==> src/rtl/elevator_scheduler.sv <==
// Single-car SCAN elevator scheduler: latches floor calls, times travel and door dwell.
// Optional feature macro: DOOR_REOPEN_EN (a same-floor call while the door is open restarts the dwell).
module elevator_scheduler #(
    parameter int unsigned TRAVEL_CYCLES = 8,
    parameter int unsigned DOOR_CYCLES   = 4
) (
    input  logic        clock,
    input  logic        reset,
    input  logic [9:0]  callReq,
    output logic [9:0]  pending,
    output logic [3:0]  currentFloor,
    output logic [9:0]  floorOneHot,
    output logic        motorUp,
    output logic        motorDown,
    output logic        doorOpen,
    output logic        dirUp,
    output logic        busy
);

    localparam int unsigned N_FLOORS = 10;
    localparam int unsigned FW       = 4;
    localparam int unsigned TW       = (TRAVEL_CYCLES > 1) ? $clog2(TRAVEL_CYCLES) : 1;
    localparam int unsigned DW       = (DOOR_CYCLES > 1) ? $clog2(DOOR_CYCLES) : 1;

    typedef enum logic [1:0] {
        S_IDLE      = 2'd0,
        S_MOVE_UP   = 2'd1,
        S_MOVE_DOWN = 2'd2,
        S_DOOR_OPEN = 2'd3
    } state_t;

    state_t                r_state;
    logic [FW-1:0]         r_floor;
    logic [N_FLOORS-1:0]   r_pending;
    logic                  r_dir_up;
    logic [TW-1:0]         r_travel_cnt;
    logic [DW-1:0]         r_door_cnt;

    logic [N_FLOORS-1:0]   w_req;
    logic [N_FLOORS-1:0]   w_cur_oh;
    logic [N_FLOORS-1:0]   w_next_oh;
    logic [N_FLOORS-1:0]   w_clr;
    logic [FW-1:0]         w_next_floor;
    logic                  w_travel_done;
    logic                  w_arrive_hit;
    logic                  w_ahead;
    logic                  w_above;
    logic                  w_below;
    logic                  w_cur_pending;
    logic                  w_reopen;
    logic [DW-1:0]         w_door_eff;
    logic                  w_door_done;

    function automatic logic calls_above(input logic [N_FLOORS-1:0] m, input logic [FW-1:0] f);
        logic r;
        r = 1'b0;
        for (int i = 0; i < N_FLOORS; i++) begin
            if (FW'(i) > f && m[i]) r = 1'b1;
        end
        return r;
    endfunction

    function automatic logic calls_below(input logic [N_FLOORS-1:0] m, input logic [FW-1:0] f);
        logic r;
        r = 1'b0;
        for (int i = 0; i < N_FLOORS; i++) begin
            if (FW'(i) < f && m[i]) r = 1'b1;
        end
        return r;
    endfunction

    assign w_req         = r_pending | callReq;
    assign w_cur_oh      = N_FLOORS'(1) << r_floor;
    assign w_next_oh     = N_FLOORS'(1) << w_next_floor;
    assign w_travel_done = (r_travel_cnt == TW'(TRAVEL_CYCLES - 1));
    assign w_arrive_hit  = ((w_req & w_next_oh) != '0);
    assign w_cur_pending = ((r_pending & w_cur_oh) != '0);
    assign w_above       = calls_above(r_pending, r_floor);
    assign w_below       = calls_below(r_pending, r_floor);
    assign w_ahead       = (r_state == S_MOVE_UP) ? calls_above(w_req, w_next_floor)
                                                  : calls_below(w_req, w_next_floor);

`ifdef DOOR_REOPEN_EN
    assign w_reopen = ((callReq & w_cur_oh) != '0);
`else
    assign w_reopen = 1'b0;
`endif

    // A reopen call counts as the first cycle of a fresh dwell.
    assign w_door_eff  = w_reopen ? '0 : r_door_cnt;
    assign w_door_done = (w_door_eff == DW'(DOOR_CYCLES - 1));

    always_comb begin
        w_next_floor = r_floor;
        if (r_state == S_MOVE_UP)   w_next_floor = r_floor + FW'(1);
        if (r_state == S_MOVE_DOWN) w_next_floor = r_floor - FW'(1);
    end

    // Floor bit absorbed when its door is opening or already open.
    always_comb begin
        w_clr = '0;
        case (r_state)
            S_IDLE:      if (w_cur_pending) w_clr = w_cur_oh;
            S_MOVE_UP,
            S_MOVE_DOWN: if (w_travel_done && w_arrive_hit) w_clr = w_next_oh;
            S_DOOR_OPEN: w_clr = w_cur_oh;
            default:     w_clr = '0;
        endcase
    end

    always_ff @(posedge clock or negedge reset) begin
        if (!reset) begin
            r_state      <= S_IDLE;
            r_floor      <= '0;
            r_pending    <= '0;
            r_dir_up     <= 1'b1;
            r_travel_cnt <= '0;
            r_door_cnt   <= '0;
        end else begin
            r_pending <= w_req & ~w_clr;
            case (r_state)
                S_IDLE: begin
                    if (w_cur_pending) begin
                        r_state    <= S_DOOR_OPEN;
                        r_door_cnt <= '0;
                    end else if (w_above && (r_dir_up || !w_below)) begin
                        r_state      <= S_MOVE_UP;
                        r_dir_up     <= 1'b1;
                        r_travel_cnt <= '0;
                    end else if (w_below) begin
                        r_state      <= S_MOVE_DOWN;
                        r_dir_up     <= 1'b0;
                        r_travel_cnt <= '0;
                    end
                end
                S_MOVE_UP,
                S_MOVE_DOWN: begin
                    if (w_travel_done) begin
                        r_floor      <= w_next_floor;
                        r_travel_cnt <= '0;
                        if (w_arrive_hit) begin
                            r_state    <= S_DOOR_OPEN;
                            r_door_cnt <= '0;
                        end else if (!w_ahead) begin
                            r_state <= S_IDLE;
                        end
                    end else begin
                        r_travel_cnt <= r_travel_cnt + TW'(1);
                    end
                end
                S_DOOR_OPEN: begin
                    if (w_door_done) begin
                        r_state    <= S_IDLE;
                        r_door_cnt <= '0;
                    end else begin
                        r_door_cnt <= w_door_eff + DW'(1);
                    end
                end
                default: r_state <= S_IDLE;
            endcase
        end
    end

    assign pending      = r_pending;
    assign currentFloor = r_floor;
    assign floorOneHot  = w_cur_oh;
    assign motorUp      = (r_state == S_MOVE_UP);
    assign motorDown    = (r_state == S_MOVE_DOWN);
    assign doorOpen     = (r_state == S_DOOR_OPEN);
    assign dirUp        = r_dir_up;
    assign busy         = (r_state != S_IDLE);

endmodule

==> config.mk <==
export PLATFORM = sky130hd
export DESIGN_NAME = elevator_scheduler
export DESIGN_NICKNAME = d
export VERILOG_FILES = /design/src/rtl/elevator_scheduler.sv
export SDC_FILE = /design/constraint.sdc
export NUM_CORES = 1
export LEC_CHECK = 0
export BUFFER_PORTS_ARGS = -buffer_cell sky130_fd_sc_hd__clkbuf_2
export CAP_MARGIN = 20
export CELL_PAD_IN_SITES_DETAIL_PLACEMENT = 0
export CELL_PAD_IN_SITES_GLOBAL_PLACEMENT = 2
export CORE_MARGIN = 5
export CORE_UTILIZATION = 36
export CTS_BUF_LIST = sky130_fd_sc_hd__clkbuf_16
export DETAILED_ROUTE_END_ITERATION = 10
export GPL_ROUTABILITY_DRIVEN = 0
export PLACE_DENSITY_LB_ADDON = 0.1
export SYNTH_ARGS = -nofsm -noshare
export SYNTH_HDL_FRONTEND = slang
export SYNTH_SLANG_ARGS = --single-unit
==> constraint.sdc <==
create_clock -name clock -period 6 [get_ports clock]
set_clock_uncertainty 0.15 [all_clocks]
set_input_delay 0.3 -clock clock [delete_from_list [all_inputs] [get_ports clock]]
set_output_delay 0.3 -clock clock [all_outputs]
set_load 0.02 [all_outputs]
==> run summary, run 1 <==
cts repair resizes - 0
synthesis-to-layout area growth - 14.6%
first-pass GRT wire length - 12600 um
CP Class - register to register
Placed Cells - 376
Synth Flop Type - dfrtp_1
VDD IR-drop max - 272 uV
r2r setup slk - 2.18 ns
chip height - 89.0 um
number of global-route vias before repair - 2248
post-route cell area - 0.00257 sq mm
final hold slack - 0.207 ns
CP Capture Type - register
part of the power in registers - 0.185
FP Rows - 28
critical path required time - 5.97 ns
die width - 89.0 um
clock buffer depth - 2
number of synthesized flops with an enable pin - 0
fraction of layout cells with a size suffix above 1 - 0.209
First DRT Iteration DRCs - 154
Syn Area/Cell - 8.17 sq um
CP Max Fanout - 19
critical path startpoint category - register
WL per Instance - 20.8 um
Detail Placement HPWL - 6050 um
initial antenna violation count - 0
CTS tree - built
Max Clk Rate - 261 MHz
Slew headroom - 0.300
DP Area - 0.00246 sq mm
max-slew violation count - 0
n_diodes - 0
GRT Util Overall - 0.212
Synth area leaders - dfrtp_1 23%, ha_1 8.9%, o21ai_0 4.7%
Final period util - 0.637
# IOs - 41
Int Pwr - 0.000643 W
die area - 0.00792 sq mm
later-pin clock latency in the skew report - 0.26 ns
switching share of total power - 0.523
Reg area - 552 sq um
root buf cell - clkbuf_16
Post-Syn Nets - 303
# DRC - 0
clock share of power - 0.141
setup_tns - 0 ns
WL final - 7930 um
nets - 335
vias per cell - 6.13
Final Non-Filler Cells - 381
commonest non-fill, non-tap cell in the layout - clkbuf_2
Logic pwr share - 0.674
Hold Vio Cnt, Final - 0
detailed-router iteration count before antenna repair - 4
yosys warns - 0
initial core utilization - 0.375
final global-route overflow total - 0
slew of the pin with the lowest slew margin - 1.05 ns
most frequent cells in the layout - 40 x clkbuf_2, 25 x nor2_1, 21 x o21ai_0, 21 x dfrtp_1, 20 x nand2_1
leakage - 1.10 nW
final setup violation count - 0
largest net degree at the start of global routing - 30
post-route minimum period - 3.82 ns
clk slew on worst S/H paths - 0.06 ns
worst path arrival time - 3.79 ns
status - finished, final reports clean
post-synth top area share - 0.234
Port-buffer cells - 40
total CTS buffers - 3
Multi-input gate area - 0.00156 sq mm
Mapped Area - 0.00225 sq mm
leading area contributor after synthesis - dfrtp_1
Cells after Synth - 275
post-synthesis register bit count - 22
Routed Antenna Nets - 0
min-delay worst type - input port to register
register area share after synthesis - 0.246
# clock sinks - 22
Post-synth ARST share - 1.00
net switching power - 0.000704 W
PD cells - 523 mW/mm^2
core outline area - 0.00599 sq mm
RSZ-0062 raised after global routing - false
CTS HTree Levels - 1
maxcap violations - 0
synth unique cells - 70
via count - 2335
Layout fillers - 644
## layer usage
layer  GRT usage  wire length, um  vias up
met1       0.285             3440     1105
met4      0.0880              228        0
met3      0.0350              659       20
met2       0.337             3600      100
li1            -                -     1110
met5           0                0        -
## cells in the mapped netlist (2+ instances only)
master     instances
nand2_1           20
a31oi_1            4
mux2i_1            3
a221oi_1           3
nor4_2             2
o2111ai_1          2
a22oi_1            4
o22ai_1            3
o21ai_0           21
a21o_1             2
and3_1             3
a32oi_1            3
nor2b_1            9
nand2b_1           3
or3_1              2
clkbuf_1           7
a21oi_1           15
buf_2              2
nor4_1             6
dfrtp_1           21
mux2_2             2
o32ai_1            2
mux2_1             3
and2_1             3
inv_1             15
o41a_1             2
a31o_2             2
or4bb_1            2
nor3_1             9
o31a_1             2
a311oi_1           3
nand3_1            9
ha_1              16
buf_6              3
o31ai_1            4
o21ai_1            2
a211oi_1           4
nor2_1            25
## registers in the layout (all words and copies together), names as in the netlist
name	flops
r_door_cnt	2
r_state	2
dirUp	1
currentFloor	4
pending	10
r_travel_cnt	3
## worst max-delay path: stages (launching register included)
cell and delay, ns:
dfrtp_1 0.69, inv_1 0.26, ha_1 0.36, ha_1 0.31, nand2_1 0.10, o31a_1 0.33
mux4_2 0.55, o22ai_2 0.25, nor2_2 0.10, nor4_1 0.44, a21oi_1 0.14
## power groups by stage
stage	sequential (W)	clock [W]	combinational [W]
after global placement	0.000250	0	0.000916
after global routing	0.000259	0.000201	0.000997
after floorplan	0.000237	0	0.000676
after detailed placement	0.000252	0	0.000899
after CTS	0.000249	0.000194	0.000902
final	0.000249	0.000190	0.000908
## kinds of logic (layout without fill, tap and decap cells)
| group | count (synthesis) | count (layout) | synth area share |
|---|---|---|---|
| DFF | 22 | 22 | 0.246 |
| xor gates and xnor gates | 1 | 1 | 0.00390 |
| buffers and inverters | 29 | 60 | 0.0613 |
| muxes | 10 | 10 | 0.0551 |
| AOI/OAI and AO/OA | 91 | 91 | 0.286 |
| and+or+nand+nor | 106 | 106 | 0.259 |
| adders and majority gates | 16 | 16 | 0.0891 |
## what timing repair did
action                    CTS  global route
setup buffers               0             0
hold endpoints to repair   21             0
hold buffers                1             0
## final cells by class
cell class	count	area share
clock buffer	3	0.0292
clock inverter	1	0.0117
inverter	15	0.0219
multi-input combinational	224	0.605
sequential	22	0.214
tap	75	0.0365
timing repair buffer	41	0.0817
## final timing paths
kind / to / startpoint / depth (start not counted)
min in group asynchronous: currentFloor[1] / reset / 2
hold reg to reg: dirUp / dirUp / 2
max in group asynchronous: pending[7] / reset / 2
setup reg to reg: pending[9] / currentFloor[0] / 10
hold / removal: pending[5] / callReq[5] / 3
setup / recovery: pending[9] / currentFloor[0] / 10
## stage by stage
stage	worst slack (ns)	power (W)	util
2_1_floorplan	2.58	0.000913	-
3_3_place_gp	2.36	0.00117	0.410
3_5_place_dp	2.23	0.00115	0.410
4_1_cts	2.23	0.00135	0.430
5_1_grt	1.95	0.00146	0.430
6_report	2.18	0.00135	0.430
No activity file was read; power rests on OpenSTA's default activity.
==> run 2: changes to the inputs <==
--- a/config.mk
+++ b/config.mk
@@ -10,7 +10,7 @@
 export CELL_PAD_IN_SITES_DETAIL_PLACEMENT = 0
 export CELL_PAD_IN_SITES_GLOBAL_PLACEMENT = 2
 export CORE_MARGIN = 5
-export CORE_UTILIZATION = 36
+export CORE_UTILIZATION = 33
 export CTS_BUF_LIST = sky130_fd_sc_hd__clkbuf_16
 export DETAILED_ROUTE_END_ITERATION = 10
 export GPL_ROUTABILITY_DRIVEN = 0
==> constraint.sdc (replaced) <==
create_clock -name clock -period 4 [get_ports clock]
set_clock_uncertainty 0.15 [all_clocks]
set_input_delay 0.2 -clock clock [delete_from_list [all_inputs] [get_ports clock]]
set_output_delay 0.2 -clock clock [all_outputs]
set_load 0.02 [all_outputs]
==> run summary, run 2 (same netlist as run 1, synthesis figures left out) <==
status - finished, final reports clean (unchanged)
final hold slack - 0.115 ns (was 0.207 ns)
Final period util - 0.908 (was 0.637)
Layout fillers - 717 (was 644)
Slew headroom - 0.446 (was 0.300)
via count - 2368 (was 2335)
die area - 0.00856 sq mm (was 0.00792 sq mm)
cts repair resizes - 0 (unchanged)
critical path required time - 3.99 ns (was 5.97 ns)
RR Endpoint - r_state[0] (was pending[9])
# DRC - 0 (unchanged)
CP Capture Type - register (unchanged)
CP Class - register to register (unchanged)
max FFs per register - 10 (unchanged)
synthesis-to-layout area growth - 17.2% (was 14.6%)
die width - 92.5 um (was 89.0 um)
maxcap violations - 0 (unchanged)
critical path startpoint category - register (unchanged)
Reg area - 552 sq um (unchanged)
clk slew on worst S/H paths - 0.07 ns (was 0.06 ns)
core outline area - 0.00672 sq mm (was 0.00599 sq mm)
# IOs - 41 (unchanged)
most frequent cells in the layout - 40 x clkbuf_2, 25 x nor2_1, 21 x o21ai_0, 21 x dfrtp_1, 20 x nand2_1 (unchanged)
worst path arrival time - 3.62 ns (was 3.79 ns)
total CTS buffers - 3 (unchanged)
initial core utilization - 0.334 (was 0.375)
RSZ-0062 raised after global routing - false (unchanged)
GRT Util Overall - 0.196 (was 0.212)
Port-buffer cells - 40 (unchanged)
Final Non-Filler Cells - 393 (was 381)
slew of the pin with the lowest slew margin - 0.824 ns (was 1.05 ns)
Routed Antenna Nets - 0 (unchanged)
Placed Cells - 388 (was 376)
Max Clk Rate - 275 MHz (was 261 MHz)
clock buffer depth - 2 (unchanged)
initial antenna violation count - 0 (unchanged)
First DRT Iteration DRCs - 159 (was 154)
VDD IR-drop max - 283 uV (was 272 uV)
Detail Placement HPWL - 6380 um (was 6050 um)
FP Rows - 30 (was 28)
CP Max Fanout - 20 (was 19)
Min-Delay Startpoint - callReq[5] (unchanged)
r2r setup slk - 0.37 ns (was 2.18 ns)
max-slew violation count - 0 (unchanged)
Hold Vio Cnt, Final - 0 (unchanged)
largest net degree at the start of global routing - 23 (was 30)
root buf cell - clkbuf_16 (unchanged)
first-pass GRT wire length - 13000 um (was 12600 um)
detailed-router iteration count before antenna repair - 5 (was 4)
crit path to - r_state[0] (was pending[9])
post-route minimum period - 3.63 ns (was 3.82 ns)
PD cells - 784 mW/mm^2 (was 523 mW/mm^2)
later-pin clock latency in the skew report - 0.26 ns (about the same)
post-route cell area - 0.00263 sq mm (was 0.00257 sq mm)
vias per cell - 6.03 (was 6.13)
number of global-route vias before repair - 2254 (was 2248)
CTS HTree Levels - 1 (unchanged)
reg2reg start - r_state[0] (was currentFloor[0])
commonest non-fill, non-tap cell in the layout - clkbuf_2 (unchanged)
Crit. Startpoint - r_state[0] (was currentFloor[0])
nets - 342 (was 335)
n_diodes - 0 (unchanged)
WL final - 8210 um (was 7930 um)
DP Area - 0.00252 sq mm (was 0.00246 sq mm)
final setup violation count - 0 (unchanged)
# clock sinks - 22 (unchanged)
CTS tree - built (unchanged)
Post-CTS Setup Inserts - 0 (unchanged)
chip height - 92.5 um (was 89.0 um)
Register-to-Register Path Depth - 9 (was 10)
min-delay worst type - input port to register (unchanged)
hold_buf cts - 1 (unchanged)
WL per Instance - 20.9 um (was 20.8 um)
leakage - 1.14 nW (was 1.10 nW)
setup_tns - 0 ns (unchanged)
Multi-input gate area - 0.00156 sq mm (unchanged)
fraction of layout cells with a size suffix above 1 - 0.227 (was 0.209)
Final Power - 0.00206 W (was 0.00135 W)
final global-route overflow total - 0 (unchanged)
run 2: routing by layer:
metal	up-vias	global-route usage	share of wire
met1	1130	0.283	0.47
li1	1123	-	-
met3	17	0.0260	0.061
met5	-	0	0
met2	98	0.297	0.44
met4	0	0.0668	0.028
run 2: where the power goes:
part	switching, W	internal, W
combinational	0.000917	0.000523
clock	0.0000841	0.000199
sequential	0.0000663	0.000275
total	0.00107	0.000996
run 2: cell type report:
class / count / area share
repair buffers: 48 / 0.0998
multi-input cells: 224 / 0.591
clock buffers: 3 / 0.0285
flip-flops and latches: 22 / 0.210
inverters: 15 / 0.0214
well taps: 80 / 0.0380
clock inverters: 1 / 0.0114
run 2: worst min path at each step:
| stage | to | cells past startpoint |
|---|---|---|
| final | pending[5] | 3 |
| after global routing | pending[5] | 3 |
| after CTS | pending[5] | 3 |
| after global placement | currentFloor[1] | 1 |
| after floorplan | currentFloor[0] | 0 |
| after detailed placement | currentFloor[1] | 1 |
run 2: per-stage QoR:
step                      setup WS [ns]  utilization
after floorplan                   0.576            -
after global placement            0.505        0.375
after detailed placement          0.483        0.375
after CTS                         0.457        0.392
after global routing              0.215        0.392
final                             0.369        0.392
run 2: critical path: stages (launching register included):
cell,delay [ns]
dfrtp_1,0.41
inv_1,0.12
ha_1,0.62
and4bb_2,0.30
nor3_1,0.63
o21ai_0,0.21
and3_1,0.21
o31a_1,0.29
a31o_1,0.24
mux2_1,0.32
==> run 3: changes to the inputs <==
--- a/config.mk
+++ b/config.mk
@@ -6,7 +6,6 @@
 export NUM_CORES = 1
 export LEC_CHECK = 0
 export BUFFER_PORTS_ARGS = -buffer_cell sky130_fd_sc_hd__clkbuf_2
-export CAP_MARGIN = 20
 export CELL_PAD_IN_SITES_DETAIL_PLACEMENT = 0
 export CELL_PAD_IN_SITES_GLOBAL_PLACEMENT = 2
 export CORE_MARGIN = 5
@@ -14,6 +13,7 @@
 export CTS_BUF_LIST = sky130_fd_sc_hd__clkbuf_16
 export DETAILED_ROUTE_END_ITERATION = 10
 export GPL_ROUTABILITY_DRIVEN = 0
+export GPL_TIMING_DRIVEN = 0
 export PLACE_DENSITY_LB_ADDON = 0.1
 export SYNTH_ARGS = -nofsm -noshare
 export SYNTH_HDL_FRONTEND = slang
==> constraint.sdc (replaced) <==
create_clock -name clock -period 4 [get_ports clock]
set_clock_uncertainty 0.15 [all_clocks]
set_input_delay 0.2 -clock clock [delete_from_list [all_inputs] [get_ports clock]]
set_output_delay 0.2 -clock clock [all_outputs]
set_load 0.1 [all_outputs]
==> run summary, run 3 (same netlist as run 1, synthesis figures left out) <==
First DRT Iteration DRCs - 175 (was 159)
initial antenna violation count - 0 (unchanged)
slowest stage delay, CP - 0.65 ns (was 0.63 ns)
initial core utilization - 0.334 (unchanged)
VDD IR-drop max - 358 uV (was 283 uV)
post-route minimum period - 3.84 ns (was 3.63 ns)
Max Clk Rate - 260 MHz (was 275 MHz)
CTS tree - built (unchanged)
GRT met1 Usage - 0.265 (was 0.283)
critical path required time - 3.99 ns (about the same)
busiest grt layer - met2 (unchanged)
CP Capture Type - register (unchanged)
max FFs per register - 10 (unchanged)
CTS HTree Levels - 1 (unchanged)
CP Max Fanout - 10 (was 20)
PD cells - 916 mW/mm^2 (was 784 mW/mm^2)
FP Rows - 30 (unchanged)
total CTS buffers - 3 (unchanged)
worst path arrival time - 3.84 ns (was 3.62 ns)
most frequent cells in the layout - 40 x clkbuf_2, 25 x nor2_1, 21 x o21ai_0, 20 x nand2_1, 20 x dfrtp_1 (was 40 x clkbuf_2, 25 x nor2_1, 21 x o21ai_0, 21 x dfrtp_1, 20 x nand2_1)
clk slew on worst S/H paths - 0.06 ns (was 0.07 ns)
# clock sinks - 22 (unchanged)
Crit path buffers/inverters - 3 (was 1)
Final Non-Filler Cells - 402 (was 393)
Hold Vio Cnt, Final - 0 (unchanged)
Port-buffer cells - 40 (unchanged)
fraction of layout cells with a size suffix above 1 - 0.230 (was 0.227)
core outline area - 0.00672 sq mm (unchanged)
GRT Util Overall - 0.196 (about the same)
n_diodes - 0 (unchanged)
number of global-route vias before repair - 2308 (was 2254)
vias per cell - 5.94 (was 6.03)
RSZ-0062 raised after global routing - true (was false)
clock buffer depth - 2 (unchanged)
critical path's top delay family - compound AO/OA/AOI/OAI gates (was simple AND/OR/NAND/NOR gates)
Multi-input gate area - 0.00157 sq mm (was 0.00156 sq mm)
largest net degree at the start of global routing - 23 (unchanged)
synthesis-to-layout area growth - 19.8% (was 17.2%)
met2 Use GR - 0.332 (was 0.297)
chip height - 92.5 um (unchanged)
later-pin clock latency in the skew report - 0.26 ns (about the same)
min-delay worst type - input port to register (unchanged)
root buf cell - clkbuf_16 (unchanged)
CP max-delay cell - o31ai_2 (was nor3_1)
commonest non-fill, non-tap cell in the layout - clkbuf_2 (unchanged)
first-pass GRT wire length - 13100 um (was 13000 um)
final setup violation count - 0 (unchanged)
CP Class - register to register (unchanged)
die width - 92.5 um (unchanged)
Placed Cells - 395 (was 388)
# IOs - 41 (unchanged)
maxcap violations - 0 (unchanged)
Slew headroom - 0.472 (was 0.446)
grt met3 use - 0.0260 (unchanged)
detailed-router iteration count before antenna repair - 5 (unchanged)
WL final - 8170 um (was 8210 um)
nets - 351 (was 342)
Detail Placement HPWL - 6460 um (was 6380 um)
die area - 0.00856 sq mm (unchanged)
# DRC - 0 (unchanged)
Layout fillers - 721 (was 717)
final global-route overflow total - 0 (unchanged)
WL per Instance - 20.3 um (was 20.9 um)
via count - 2388 (was 2368)
setup_tns - 0 ns (unchanged)
Final period util - 0.961 (was 0.908)
leakage - 1.15 nW (was 1.14 nW)
max-slew violation count - 0 (unchanged)
final hold slack - 0.0970 ns (was 0.115 ns)
Reg area - 553 sq um (was 552 sq um)
Routed Antenna Nets - 0 (unchanged)
critical path startpoint category - register (unchanged)
crit path cell chain - buf_6, clkbuf_1, inv_1, ha_1, nor2b_1, o31ai_2, o21ai_0, a21oi_1, or4b_1, a31o_1, mux2_1 (was inv_1, ha_1, and4bb_2, nor3_1, o21ai_0, and3_1, o31a_1, a31o_1, mux2_1)
status - finished, final reports clean (unchanged)
slew of the pin with the lowest slew margin - 0.784 ns (was 0.824 ns)
==> run 3: cell count changes in the layout (fill, tap and decap cells not counted) <==
cell and delta:
clkbuf_1 +7, buf_4 -4, buf_6 +3, buf_2 +2, buf_1 +1, dfrtp_1 -1
dfrtp_2 +1, nor3_1 -1, nor3_2 +1, nor4_2 -1, nor4_4 +1
==> run 3: final timing paths <==
path,start,end,slack [ns],cells after the start
max,currentFloor[2],r_state[1],0.16,11
min,callReq[5],pending[5],0.1,3
max reg2reg,currentFloor[2],r_state[1],0.16,11
min reg2reg,dirUp,dirUp,0.37,2
max in group asynchronous,reset,currentFloor[0],2.91,2
min in group asynchronous,reset,currentFloor[1],0.34,2
==> run 3: through the flow <==
stage               worst slack (ns)  total power [W]  utilization  area, sq um
finish                         0.158          0.00247        0.401         2690
global placement              0.0852          0.00216        0.380         2550
CTS                           0.0760          0.00245        0.397         2670
detailed placement            0.0835          0.00215        0.380         2550
floorplan                     0.0199          0.00175            -         2250
global route                 -0.0267          0.00262        0.401         2690
==> run 3: routing by layer <==
metal | vias up | part of all wire
met4 | 0 | 0.011
met1 | 1160 | 0.46
met2 | 81 | 0.49
met3 | 10 | 0.045
li1 | 1137 | -
met5 | - | 0
==> run 3: worst register-to-register path: cells and delay by family (launching register included) <==
family,cells,cell delay (ns)
simple gates,2,0.53
flops,1,0.42
mux,1,0.31
buf+inv,3,0.68
fa+ha+maj,1,0.32
compound gates,4,1.32
==> run 3: cell type report <==
cell class	count	area share
Timing Repair Buffer	43	0.0837
Tap cell	80	0.0372
Buffer	14	0.0302
Clock buffer	3	0.0279
Clock inverter	1	0.0112
Sequential cell	22	0.205
Inverter	15	0.0209
Multi-Input combinational cell	224	0.583
==> run 3: repair_timing <==
| action | 4_1_cts | 5_1_grt |
|---|---|---|
| hold buffers | 1 | 0 |
| gates resized for setup | 0 | 2 |
| setup endpoints to repair | 0 | 10 |
| buffers inserted | 0 | 2 |
| hold endpoints to repair | 21 | 0 |
==> run 3: report_power, final <==
group          switching (W)  internal (W)
clock network      0.0000886      0.000199
logic                0.00130      0.000533
registers          0.0000708      0.000276
total                0.00146       0.00101
